<file path="src/rtl/hbus_arb_if.sv">
// Hart-side and memory-side bus bundle for the shared memory-bus arbiter.
// The arbiter uses the master modport; the hart/memory environment uses slave.
interface hbus_arb_if #(
  parameter int N_HART = 2,
  parameter int LINE_W = 128
);
  // Hart side
  logic [N_HART*64-1:0]     h_addr;
  logic [N_HART-1:0]        h_rd;
  logic [N_HART-1:0]        h_wr;
  logic [N_HART*LINE_W-1:0] h_data_out;
  logic [LINE_W-1:0]        h_data_in;
  logic [N_HART-1:0]        h_dv;
  logic [63:0]              h_inv_addr;
  logic [N_HART-1:0]        h_inv;
  logic [N_HART-1:0]        h_amo_req;
  logic [N_HART-1:0]        h_amo_ack;
  // Memory side
  logic [63:0]              m_addr;
  logic                     m_rd;
  logic                     m_wr;
  logic [LINE_W-1:0]        m_data_out;
  logic [LINE_W-1:0]        m_data_in;
  logic                     m_dv;

  modport master (
    input  h_addr, h_rd, h_wr, h_data_out, h_amo_req, m_data_in, m_dv,
    output h_data_in, h_dv, h_inv_addr, h_inv, h_amo_ack,
           m_addr, m_rd, m_wr, m_data_out
  );

  modport slave (
    output h_addr, h_rd, h_wr, h_data_out, h_amo_req, m_data_in, m_dv,
    input  h_data_in, h_dv, h_inv_addr, h_inv, h_amo_ack,
           m_addr, m_rd, m_wr, m_data_out
  );
endinterface

</file>
<file path="src/rtl/hbus_arb.sv">
// Shared memory-bus arbiter: serialises hart line transactions round-robin
// onto one memory port, owns the global AMO lock and broadcasts a
// write-invalidate to all other harts after every write.
module hbus_arb #(
  parameter int N_HART = 2,
  parameter int LINE_W = 128
) (
  input  logic       clk,
  input  logic       rst,
  hbus_arb_if.master bus
);

  localparam int IW = (N_HART > 1) ? $clog2(N_HART) : 1;

  localparam logic [1:0] S_IDLE = 2'd0;
  localparam logic [1:0] S_RD   = 2'd1;
  localparam logic [1:0] S_WR   = 2'd2;
  localparam logic [1:0] S_DONE = 2'd3;

  logic [1:0]        state_q, state_d;
  logic [IW-1:0]     rr_ptr_q, rr_ptr_d;
  logic [IW-1:0]     gnt_q, gnt_d;
  logic              is_wr_q, is_wr_d;
  logic [63:0]       addr_q, addr_d;
  logic [LINE_W-1:0] wdata_q, wdata_d;
  logic [LINE_W-1:0] rdata_q, rdata_d;
  logic              lock_vld_q, lock_vld_d;
  logic [IW-1:0]     lock_own_q, lock_own_d;

  logic [N_HART-1:0] elig;
  logic              pick_vld;
  logic [IW-1:0]     pick_idx;
  logic [63:0]       addr_sel;
  logic [LINE_W-1:0] wdata_sel;
  logic              wr_sel;
  logic              amo_any;
  logic [IW-1:0]     amo_idx;

  // Per-hart eligibility and per-hart response strobes
  for (genvar gi = 0; gi < N_HART; gi++) begin : g_hart
    assign elig[gi] = (bus.h_rd[gi] | bus.h_wr[gi]) &
                      (~lock_vld_q | (lock_own_q == IW'(gi)));
    assign bus.h_dv[gi]      = (state_q == S_DONE) && (gnt_q == IW'(gi));
    assign bus.h_inv[gi]     = (state_q == S_DONE) && is_wr_q && (gnt_q != IW'(gi));
    assign bus.h_amo_ack[gi] = lock_vld_q && (lock_own_q == IW'(gi));
  end

  assign bus.m_rd       = (state_q == S_RD);
  assign bus.m_wr       = (state_q == S_WR);
  assign bus.m_addr     = addr_q;
  assign bus.m_data_out = wdata_q;
  assign bus.h_data_in  = rdata_q;
  assign bus.h_inv_addr = addr_q;

  // Round-robin pick: first eligible at or above rr_ptr, else wrap to the lowest
  always_comb begin
    pick_vld = 1'b0;
    pick_idx = '0;
    for (int i = 0; i < N_HART; i++) begin
      if (!pick_vld && elig[i] && (IW'(i) >= rr_ptr_q)) begin
        pick_vld = 1'b1;
        pick_idx = IW'(i);
      end
    end
    for (int i = 0; i < N_HART; i++) begin
      if (!pick_vld && elig[i]) begin
        pick_vld = 1'b1;
        pick_idx = IW'(i);
      end
    end
  end

  // Select the picked hart's address, write data and write flag
  always_comb begin
    addr_sel  = '0;
    wdata_sel = '0;
    wr_sel    = 1'b0;
    for (int i = 0; i < N_HART; i++) begin
      if (pick_idx == IW'(i)) begin
        addr_sel  = bus.h_addr[64*i +: 64];
        wdata_sel = bus.h_data_out[LINE_W*i +: LINE_W];
        wr_sel    = bus.h_wr[i];
      end
    end
  end

  // Lowest-index AMO requester
  always_comb begin
    amo_any = 1'b0;
    amo_idx = '0;
    for (int i = N_HART - 1; i >= 0; i--) begin
      if (bus.h_amo_req[i]) begin
        amo_any = 1'b1;
        amo_idx = IW'(i);
      end
    end
  end

  // AMO lock: release takes one cycle, a new grant needs the lock already free
  always_comb begin
    lock_vld_d = lock_vld_q;
    lock_own_d = lock_own_q;
    if (lock_vld_q) begin
      if (!bus.h_amo_req[lock_own_q]) lock_vld_d = 1'b0;
    end else if (amo_any) begin
      lock_vld_d = 1'b1;
      lock_own_d = amo_idx;
    end
  end

  // Bus FSM next state; grant and latches stay fixed for the whole transaction
  always_comb begin
    state_d  = state_q;
    rr_ptr_d = rr_ptr_q;
    gnt_d    = gnt_q;
    is_wr_d  = is_wr_q;
    addr_d   = addr_q;
    wdata_d  = wdata_q;
    rdata_d  = rdata_q;
    case (state_q)
      S_IDLE: begin
        if (pick_vld) begin
          gnt_d   = pick_idx;
          addr_d  = addr_sel;
          wdata_d = wdata_sel;
          is_wr_d = wr_sel;
          state_d = wr_sel ? S_WR : S_RD;
        end
      end
      S_RD: begin
        if (bus.m_dv) begin
          rdata_d = bus.m_data_in;
          state_d = S_DONE;
        end
      end
      S_WR: begin
        if (bus.m_dv) state_d = S_DONE;
      end
      S_DONE: begin
        rr_ptr_d = (gnt_q == IW'(N_HART - 1)) ? '0 : gnt_q + IW'(1);
        state_d  = S_IDLE;
      end
      default: state_d = S_IDLE;
    endcase
  end

  // State registers with synchronous reset
  always_ff @(posedge clk) begin
    if (rst) begin
      state_q    <= S_IDLE;
      rr_ptr_q   <= '0;
      gnt_q      <= '0;
      is_wr_q    <= 1'b0;
      addr_q     <= '0;
      wdata_q    <= '0;
      rdata_q    <= '0;
      lock_vld_q <= 1'b0;
      lock_own_q <= '0;
    end else begin
      state_q    <= state_d;
      rr_ptr_q   <= rr_ptr_d;
      gnt_q      <= gnt_d;
      is_wr_q    <= is_wr_d;
      addr_q     <= addr_d;
      wdata_q    <= wdata_d;
      rdata_q    <= rdata_d;
      lock_vld_q <= lock_vld_d;
      lock_own_q <= lock_own_d;
    end
  end

endmodule

</file>
<file path="src/flat_wrapper.sv">
// flat-port wrapper written by rule: the top's interface ports become plain ports
module hbus_arb_flat 
#(
  parameter int N_HART = 2,
  parameter int LINE_W = 128
)
  (clk, rst, bus_h_addr, bus_h_rd, bus_h_wr, bus_h_data_out, bus_h_amo_req, bus_m_data_in, bus_m_dv, bus_h_data_in, bus_h_dv, bus_h_inv_addr, bus_h_inv, bus_h_amo_ack, bus_m_addr, bus_m_rd, bus_m_wr, bus_m_data_out);
  hbus_arb_if #(.N_HART(N_HART), .LINE_W(LINE_W)) bus_i ();
  input  logic clk;
  input  logic rst;
  input wire logic [$bits(bus_i.h_addr)-1:0] bus_h_addr;
  input wire logic [$bits(bus_i.h_rd)-1:0] bus_h_rd;
  input wire logic [$bits(bus_i.h_wr)-1:0] bus_h_wr;
  input wire logic [$bits(bus_i.h_data_out)-1:0] bus_h_data_out;
  input wire logic [$bits(bus_i.h_amo_req)-1:0] bus_h_amo_req;
  input wire logic [$bits(bus_i.m_data_in)-1:0] bus_m_data_in;
  input wire logic [$bits(bus_i.m_dv)-1:0] bus_m_dv;
  output wire logic [$bits(bus_i.h_data_in)-1:0] bus_h_data_in;
  output wire logic [$bits(bus_i.h_dv)-1:0] bus_h_dv;
  output wire logic [$bits(bus_i.h_inv_addr)-1:0] bus_h_inv_addr;
  output wire logic [$bits(bus_i.h_inv)-1:0] bus_h_inv;
  output wire logic [$bits(bus_i.h_amo_ack)-1:0] bus_h_amo_ack;
  output wire logic [$bits(bus_i.m_addr)-1:0] bus_m_addr;
  output wire logic [$bits(bus_i.m_rd)-1:0] bus_m_rd;
  output wire logic [$bits(bus_i.m_wr)-1:0] bus_m_wr;
  output wire logic [$bits(bus_i.m_data_out)-1:0] bus_m_data_out;
  assign bus_i.h_addr = bus_h_addr;
  assign bus_i.h_rd = bus_h_rd;
  assign bus_i.h_wr = bus_h_wr;
  assign bus_i.h_data_out = bus_h_data_out;
  assign bus_i.h_amo_req = bus_h_amo_req;
  assign bus_i.m_data_in = bus_m_data_in;
  assign bus_i.m_dv = bus_m_dv;
  assign bus_h_data_in = bus_i.h_data_in;
  assign bus_h_dv = bus_i.h_dv;
  assign bus_h_inv_addr = bus_i.h_inv_addr;
  assign bus_h_inv = bus_i.h_inv;
  assign bus_h_amo_ack = bus_i.h_amo_ack;
  assign bus_m_addr = bus_i.m_addr;
  assign bus_m_rd = bus_i.m_rd;
  assign bus_m_wr = bus_i.m_wr;
  assign bus_m_data_out = bus_i.m_data_out;
  hbus_arb #(.N_HART(N_HART), .LINE_W(LINE_W)) u_core (.clk(clk), .rst(rst), .bus(bus_i));
endmodule
</file>
<file path="config.mk">
export PLATFORM = sky130hd
export DESIGN_NAME = hbus_arb_flat
export DESIGN_NICKNAME = d
export VERILOG_FILES = /design/src/rtl/hbus_arb_if.sv /design/src/rtl/hbus_arb.sv /design/src/flat_wrapper.sv
export SDC_FILE = /design/constraint.sdc
export NUM_CORES = 1
export LEC_CHECK = 0
export ABC_AREA = 1
export BUFFER_PORTS_ARGS = -buffer_cell sky130_fd_sc_hd__buf_2
export CAP_MARGIN = 20
export CELL_PAD_IN_SITES_DETAIL_PLACEMENT = 1
export CELL_PAD_IN_SITES_GLOBAL_PLACEMENT = 1
export CORE_AREA = 2 2 357 359
export CTS_BUF_LIST = sky130_fd_sc_hd__clkbuf_8
export DETAILED_ROUTE_END_ITERATION = 16
export DIE_AREA = 0 0 359 361
export PLACE_DENSITY = 0.47
export SLEW_MARGIN = 20
export SYNTH_ARGS = -nofsm -noshare
export SYNTH_HDL_FRONTEND = slang
export SYNTH_SLANG_ARGS = --single-unit
</file>
<file path="constraint.sdc">
create_clock -name clk -period 4.5 [get_ports clk]
set_input_delay 0.225 -clock clk [delete_from_list [all_inputs] [get_ports clk]]
set_output_delay 0.225 -clock clk [all_outputs]
set_load 0.05 [all_outputs]
</file>
# Word-level counts from Yosys, hierarchy flattened
# Cells that the tools add are included.
# W data, S select, Z words.
[op_classes]
bitwise_logic = 9
n_addsub = 1
reduce_logical = 21
n_lt_le_gt_ge = 3
n_mux = 23
n_eq_ne = 5
[op_table]
columns = ["cell", "count"]
rows = [
  ["$mux W128", 1],
  ["$mux W64", 1],
  ["$mux W1", 17],
  ["$logic_and A1 B1 Y1", 12],
  ["$reduce_and A2 Y1", 4],
  ["$mux W2", 3],
  ["$pmux W2 S3", 1],
  ["$eq A2 B2 Y1 const B", 2],
  ["$ne A2 B1 Y1 const B", 2],
  ["$or A1 B1 Y1", 4],
  ["$logic_not A1 Y1", 3],
  ["$not A1 Y1", 3],
  ["$and A1 B1 Y1", 2],
  ["$eq A2 B1 Y1 const B", 1],
  ["$ge A1 B1 Y1 const A", 2],
  ["$logic_not A2 Y1", 1],
  ["$lt A1 B2 Y1 const B", 1],
  ["$reduce_or A2 Y1", 1],
  ["$add A1 B1 Y1 const B", 1],
]
[totals]
reg_bits = 327
inputBits = 521
word_cells = 71
output_inout_bits = 392

# Depth between registers and ports, before layout
# Gate-level depths: netlist (run 1).
[depth]
depth_word = 19
ltp_mapped = 12
ltp_nobuf = 10

# Worst setup path before layout (run 1)
# No wires, ideal clock.
[synth_timing]
kind = "reg-to-output"
startpoint = "reg u_core.state_q[0]"
endpoint = "out bus_h_inv[1]"
stages_incl_launch_ff = 4
slack_ns = 2.622
required_time_ns = 4.275
n_path_buf = 0
arrival_ns = 1.653
cell_sequence = "dfxtp_1 ha_1 inv_1 nor3_1"
[synth_via]
elab_chain_cells = 3
[synth_lines]
columns = ["element", "line_no", "text"]
rows = [
  ["start, declared", "hbus_arb.sv:20", "logic [1:0] state_q, state_d;"],
  ["start signal, assigned", "hbus_arb.sv:160", "state_q <= state_d;"],
  ["$eq A2 B2 Y1", "hbus_arb.sv:44", "assign bus.h_inv[gi] = (state_q == S_DONE) && is_wr_q && (gnt_q != IW'(gi));"],
  ["$logic_and A1 B1 Y1 (2 in series)", "hbus_arb.sv:44", ""],
  ["end, declared", "flat_wrapper.sv:21", "output wire logic [$bits(bus_i.h_inv)-1:0] bus_h_inv;"],
]
# Every way passes these cells.

# Worst setup path after layout (run 1)
[layout_timing]
startpoint = "reg u_core.lock_vld_q"
endpoint = "reg u_core.addr_q[36] (netlist: u_core.bus.h_inv_addr[36])"
[layout_via]
elab_chain_cells = 16
elab_cells_between_ends = 22
classes_between = "mux (8); bitwise (5); reduce/logical (9)"
[layout_lines]
columns = ["element", "line_no", "text"]
rows = [
  ["start, declared", "hbus_arb.sv:27", "logic lock_vld_q, lock_vld_d;"],
  ["start signal, assigned", "hbus_arb.sv:167", "lock_vld_q <= lock_vld_d;"],
  ["$not A1 Y1 *", "hbus_arb.sv:42", "(~lock_vld_q | (lock_own_q == IW'(gi)));"],
  ["$or A1 B1 Y1", "hbus_arb.sv:42", ""],
  ["$and A1 B1 Y1", "hbus_arb.sv:41", "assign elig[gi] = (bus.h_rd[gi] | bus.h_wr[gi]) &"],
  ["$logic_and A1 B1 Y1", "hbus_arb.sv:60", "if (!pick_vld && elig[i] && (IW'(i) >= rr_ptr_q)) begin"],
  ["$mux W1", "hbus_arb.sv:60", ""],
  ["$logic_not A1 Y1", "hbus_arb.sv:60", ""],
  ["$logic_and A1 B1 Y1 (2 in series)", "hbus_arb.sv:60", ""],
  ["$mux W1", "hbus_arb.sv:60", ""],
  ["$logic_not A1 Y1", "hbus_arb.sv:66", "if (!pick_vld && elig[i]) begin"],
  ["$logic_and A1 B1 Y1", "hbus_arb.sv:66", ""],
  ["$mux W1", "hbus_arb.sv:66", ""],
  ["$logic_not A1 Y1", "hbus_arb.sv:66", ""],
  ["$logic_and A1 B1 Y1", "hbus_arb.sv:66", ""],
  ["$mux W1", "hbus_arb.sv:66", ""],
  ["$mux W64 / $reduce_and A2 Y1 (equally long branches)", "--", ""],
  ["end signal, assigned", "hbus_arb.sv:164", "addr_q <= addr_d;"],
  ["end, declared", "hbus_arb.sv:24", "logic [63:0] addr_q, addr_d;"],
]
# Mark *: on every way between the ends. The rest lies on a longest branch, timed or not.
# A chain may end at the register's enable or synchronous reset.

==> results.cfg, run 1 <==
[run_status]
status = complete, no violations

[worst_hold_path]
worstHoldPathType = input pin to flip-flop

[cts]
clock_latency_ns = 0.70
h-tree-depth = 3
cts_buffer_depth = 3
numCtsBuffers = 74
clkSlewWorstSetupHoldPaths_ns = 0.06
postCtsSetupBuffers = 0
cts_num_sinks = 327
cts_tree = done
cts_resized = 0
clockRootBuffer = clkbuf_8

[setup_path]
ff2ff_setup_slack_ns = 0.86
endpoint_kind = flip-flop
cp_max_fo = 71
critical_path_arrival_ns = 4.24
cp.required_ns = 5.10
criticalPathCategory = flip-flop to flip-flop
start_kind = flip-flop

[logic_synthesis]
synth_cells = 2336
synth_cell_type_count = 20
yosysSeqAreaShare = 0.4355
async_flop_share = 0
synth_enable_flop_cells = 0
synth.top_cells.by_count = 646 x nor2_1, 597 x nand2_1, 327 x dfxtp_1
avgSynthCellArea_um2 = 6.435
synthesis.nets = 2861
yosys.cell_count.top_type = nor2_1
syn_area_um2 = 15030
synth_top_area_share = 0.4355
synth_ff_type = dfxtp_1
synth_area_leaders = dfxtp_1 44%, nor2_1 16%, nand2_1 15%
yosysTopAreaCell = dfxtp_1
yosys_warnings = 0
synth-seq-cells = 327

[layout]
syn_to_final_growth_pct = 82.55
drive_gt1_frac = 0.2834
fin_cells = 5381
final_nets = 4196
stdcell_area_um2 = 27440
final_util = 0.2188

[floorplanning]
core-area_um2 = 125400
die_x_um = 359
rows = 130
die_area_um2 = 129600
start_util = 0.1199
ios = 913
die_height_um = 361

[global_routing]
grt_pass1_wl_um = 129400
grt_pass1_vias = 20658
grt_use_total = 0.1315
grt_overflow = 0
grt_antenna_before_repair = 20
grt_max_degree = 127

[sta]
worst_clock_skew_ns = 0.03385
period_needed_ns = 3.640
slew_viol_final = 0
setup_tns_ns = 0
tightest_slew_ns = 0.9538
relSlewSlack = 0.3641
rsz0062_at_grt = no
hold_viol = 0
finalSetupViolCount = 0
worst_slack_ns = 0.8595
period_share = 0.8090
fmax_ghz = 0.2747

[power]
p_leak_nw = 14.35
powerDensity_nw_per_um2 = 698.5
peakVddDrop_v = 0.0003548

[run]
cap_violations = 0

[place]
place_area_um2 = 20750
port_buffers = 912
dp_slack_ns = 1.646
hpwl_um = 64370
dp.cells = 4718
gp_congestion = 0.8060

[detailed_routing]
post_drt_wl_per_cell_um = 16.34
drt-total-wl_um = 87910
viasPerCell = 3.609
drtAntennaViolNets = 0
drtIter0Drc = 782
dr.pass1.iters = 4
vias = 19419
drc = 0
final timing paths:
check | from | to | cells past startpoint
worst min register to register | u_core.bus.h_data_in[4] | u_core.bus.h_data_in[4] | 2
worst max-delay path | u_core.lock_vld_q | u_core.bus.h_inv_addr[36] | 12
worst max register to register | u_core.lock_vld_q | u_core.bus.h_inv_addr[36] | 12
worst min-delay path | bus_h_addr[84] | u_core.bus.h_inv_addr[20] | 5
what timing repair did:
action	CTS	global route
endpoints found under the hold margin	325	0
setup endpoints to repair	0	0
hold buffers	527	0
worst max-delay path: stages (launching register included):
cell	delay [ns]
dfxtp_1	0.33
inv_1	0.11
nor2_2	0.06
nor2_2	0.24
nand2_8	0.33
inv_6	0.55
buf_4	0.47
nand2_1	0.09
nand3_1	0.08
dlygate4sd3_1	0.57
nand2_1	0.05
dlygate4sd3_1	0.54
inv_1	0.05
final cells by class:
class,instances,area (um2)
fill,15665,97970
timing repair buffer,1471,10150
sequential,327,6546
multi-input combinational,1587,6454
tap,1650,2064
clock buffer,83,1142
inverter,210,805.8
clock inverter,37,236.5
antenna,16,40.04
where the power goes:
group,internal (mW),total (mW),switching [mW],leakage (nW)
clock network,1.75,3.32,1.57,0.792
registers,3.97,4.75,0.780,2.70
logic,3.05,11.1,8.04,10.9
logic make-up (layout without fill, tap and decap cells):
| logic type | Yosys count | after routing | synth area share |
|---|---|---|---|
| and+or+nand+nor | 1446 | 1446 | 0.3786 |
| other | 0 | 16 | 0 |
| adders and majority gates | 4 | 4 | 0.003330 |
| buffers and inverters | 422 | 1801 | 0.1366 |
| DFF | 327 | 327 | 0.4355 |
| AOI/OAI and AO/OA | 137 | 137 | 0.04595 |
per-stage QoR:
step | hold slack (ns) | power (mW)
2_1_floorplan | 0.3251 | 12.23
3_3_place_gp | 0.4407 | 14.85
3_5_place_dp | 0.4435 | 14.91
4_1_cts | 0.03766 | 19.54
5_1_grt | 0.1535 | 20.46
6_report | 0.1012 | 19.17
placed cells by master, fill, tap and decap left out, types with 2 or more instances in the layout:
master / instances
o21ai_1: 21
clkinv_2: 8
inv_8: 3
nand3_1: 197
buf_2: 911
inv_6: 3
diode_2: 16
buf_4: 27
clkbuf_8: 84
a21oi_1: 6
nor2_1: 646
dlygate4sd3_1: 527
o21ai_0: 108
a211oi_1: 2
ha_1: 4
nor2_2: 2
inv_12: 2
inv_1: 227
nand2_1: 596
dfxtp_1: 327
buf_12: 5
layer usage:
layer	share of wire	up-vias	global-route usage
li1	-	9682	-
met1	0.40	8954	0.1469
met2	0.49	613	0.2301
met3	0.067	166	0.03734
met4	0.043	4	0.06180
met5	0.00016	-	0
registers in the layout, summed over array words and instances, names as in the netlist:
register and flops:
u_core.bus.h_data_in 128, u_core.bus.m_data_out 128, u_core.bus.h_inv_addr 64, u_core.state_q 2, u_core.gnt_q 1, u_core.is_wr_q 1, u_core.lock_own_q 1, u_core.lock_vld_q 1
u_core.rr_ptr_q 1
Power figures use the tool's default switching activity.
==> inputs of run 2 (changes only) <==
- PLACE_DENSITY: 0.47 -> 0.48
- clock period: 4.5 -> 3.2 ns (I/O delays scaled with it)
==> results.cfg, run 2 (synthesis results as in run 1) <==
[setup_path]
cpPeakStageDelay_ns = 0.56
rr_startpoint = u_core.lock_vld_q
startpoint = u_core.lock_vld_q
ff2ff_setup_slack_ns = 0.18
cp_max_fo = 35
worst-path-buf-inv = 7
worstPathCellList = inv_1 > nor2_2 > nor2_2 > nand2_8 > inv_6 > buf_16 > buf_4 > nand2_1 > nand3_1 > dlygate4sd3_1 > nand2_1 > dlygate4sd3_1 > inv_1
r2r-end = u_core.bus.m_data_out[119]
criticalPathCategory = flip-flop to flip-flop
cpLargestDelayFamily = buffers and inverters
cp_slowest_cell = dlygate4sd3_1
critical_path_arrival_ns = 3.62
cp.required_ns = 3.80
rr_worst_depth = 13
start_kind = flip-flop
endpoint_kind = flip-flop

[detailed_routing]
dr.pass1.iters = 4
post_drt_wl_per_cell_um = 15.77
vias = 19680
drc = 0
viasPerCell = 3.631
drt-total-wl_um = 85460
drtIter0Drc = 724
drtAntennaViolNets = 0

[global_routing]
grt_max_degree = 129
grt_overflow = 0
grt_use_total = 0.1277
grt_pass1_vias = 20700
grt_antenna_before_repair = 17
grt_pass1_wl_um = 126700

[layout]
most-common-layout-cells = 911 x buf_2, 646 x nor2_1, 596 x nand2_1
final_common_cell = buf_2
syn_to_final_growth_pct = 86.15
drive_gt1_frac = 0.2809
final_nets = 4235

[cts]
postCtsSetupBuffers = 0
cts_buffer_depth = 3
numCtsBuffers = 74
cts_num_sinks = 327
clockRootBuffer = clkbuf_8
clkSlewWorstSetupHoldPaths_ns = 0.06
h-tree-depth = 3
cts_tree = done
clock_latency_ns = 0.67

[power]
p_leak_nw = 14.62
peakVddDrop_v = 0.0004692
powerDensity_nw_per_um2 = 974.2

[floorplanning]
rows = 130
start_util = 0.1199
die_x_um = 359
ios = 913
die_area_um2 = 129600
core-area_um2 = 125400
die_height_um = 361

[sta]
setup_tns_ns = 0
period_needed_ns = 3.017
slew_viol_final = 0
worst_slack_ns = 0.1827
hold_viol = 0
finalSetupViolCount = 0
rsz0062_at_grt = no
worst_clock_skew_ns = 0.02859
period_share = 0.9429
relSlewSlack = 0.3770
fmax_ghz = 0.3314
tightest_slew_ns = 0.9346

[worst_hold_path]
worstHoldPathCells = 8
worstHoldPathType = input pin to flip-flop
min_from = bus_h_rd[1]
hold_path_end = u_core.gnt_q

[run]
cap_violations = 0

[place]
dp_slack_ns = 1.021
gp_congestion = 0.8002
hpwl_um = 61390
port_buffers = 912

[run_status]
status = complete, no violations
[run 2: cell count changes in the layout (fill, tap and decap cells not counted), sizes merged]
| cell | delta |
|---|---|
| clkinvlp | +1 |
| diode | -6 |
| bufinv | +2 |
| dlygate4sd3 | +39 |
| clkbuf | +4 |
| clkinv | -1 |
[run 2: metrics by stage]
stage	utilization	instances	hold slack, ns	total power, mW	area (um2)
2_1_floorplan	-	2336	0.2601	17.20	15030
3_3_place_gp	0.1660	4718	0.3800	20.74	20820
3_5_place_dp	0.1660	4718	0.3758	20.85	20820
4_1_cts	0.2228	5410	0.0007084	27.76	27940
5_1_grt	0.2231	5417	0.1237	29.07	27970
6_report	0.2231	5420	0.1137	27.26	27980
[run 2: worst max-delay path by stage]
stage	end	slack [ns]	cells after the start
after global placement	u_core.bus.m_data_out[32]	1.14	8
after global routing	u_core.bus.m_data_out[119]	0.005	13
after CTS	u_core.bus.h_inv_addr[0]	0.06	10
final	u_core.bus.m_data_out[119]	0.18	13
after floorplan	u_core.bus.h_data_in[36]	1.34	8
after detailed placement	u_core.bus.h_inv_addr[32]	1.02	8
[run 2: repair_timing]
item                                    in CTS  in global routing
resized for setup                            0                  3
hold endpoints to repair                   326                  0
endpoints found under the setup margin       0                 13
hold buffers                               566                  0
[run 2: layout make-up]
type                            count  area [um2]
Timing Repair Buffer             1510       10630
Fill cell                       15591       97430
Antenna cell                       10       25.02
Inverter                          210       808.3
Clock buffer                       87        1197
Tap cell                         1650        2064
Sequential cell                   327        6546
Multi-Input combinational cell   1587        6454
Clock inverter                     39       259.0
[run 2: report_power, final]
group,leakage (nW),internal [mW],switching [mW]
sequential,2.70,5.58,1.02
clock,0.839,2.70,2.18
combinational,11.1,4.48,11.3
[run 2: layer usage]
metal  global-route usage  wire length, um  vias to the layer above
li1                     -                -                     9766
met1               0.1413            34280                     9128
met2               0.2239            41660                      611
met3              0.03897             5908                      169
met4              0.05808             3578                        6
met5                    0               39                        -
[run 2: worst register-to-register path, cell delays in order (launching register included)]
cell           delay (ns)
dfxtp_1              0.32
inv_1                0.11
nor2_2               0.06
nor2_2               0.24
nand2_8              0.12
inv_6                0.18
buf_16               0.24
buf_4                0.23
nand2_1              0.13
nand3_1              0.11
dlygate4sd3_1        0.56
nand2_1              0.06
dlygate4sd3_1        0.56
inv_1                0.05
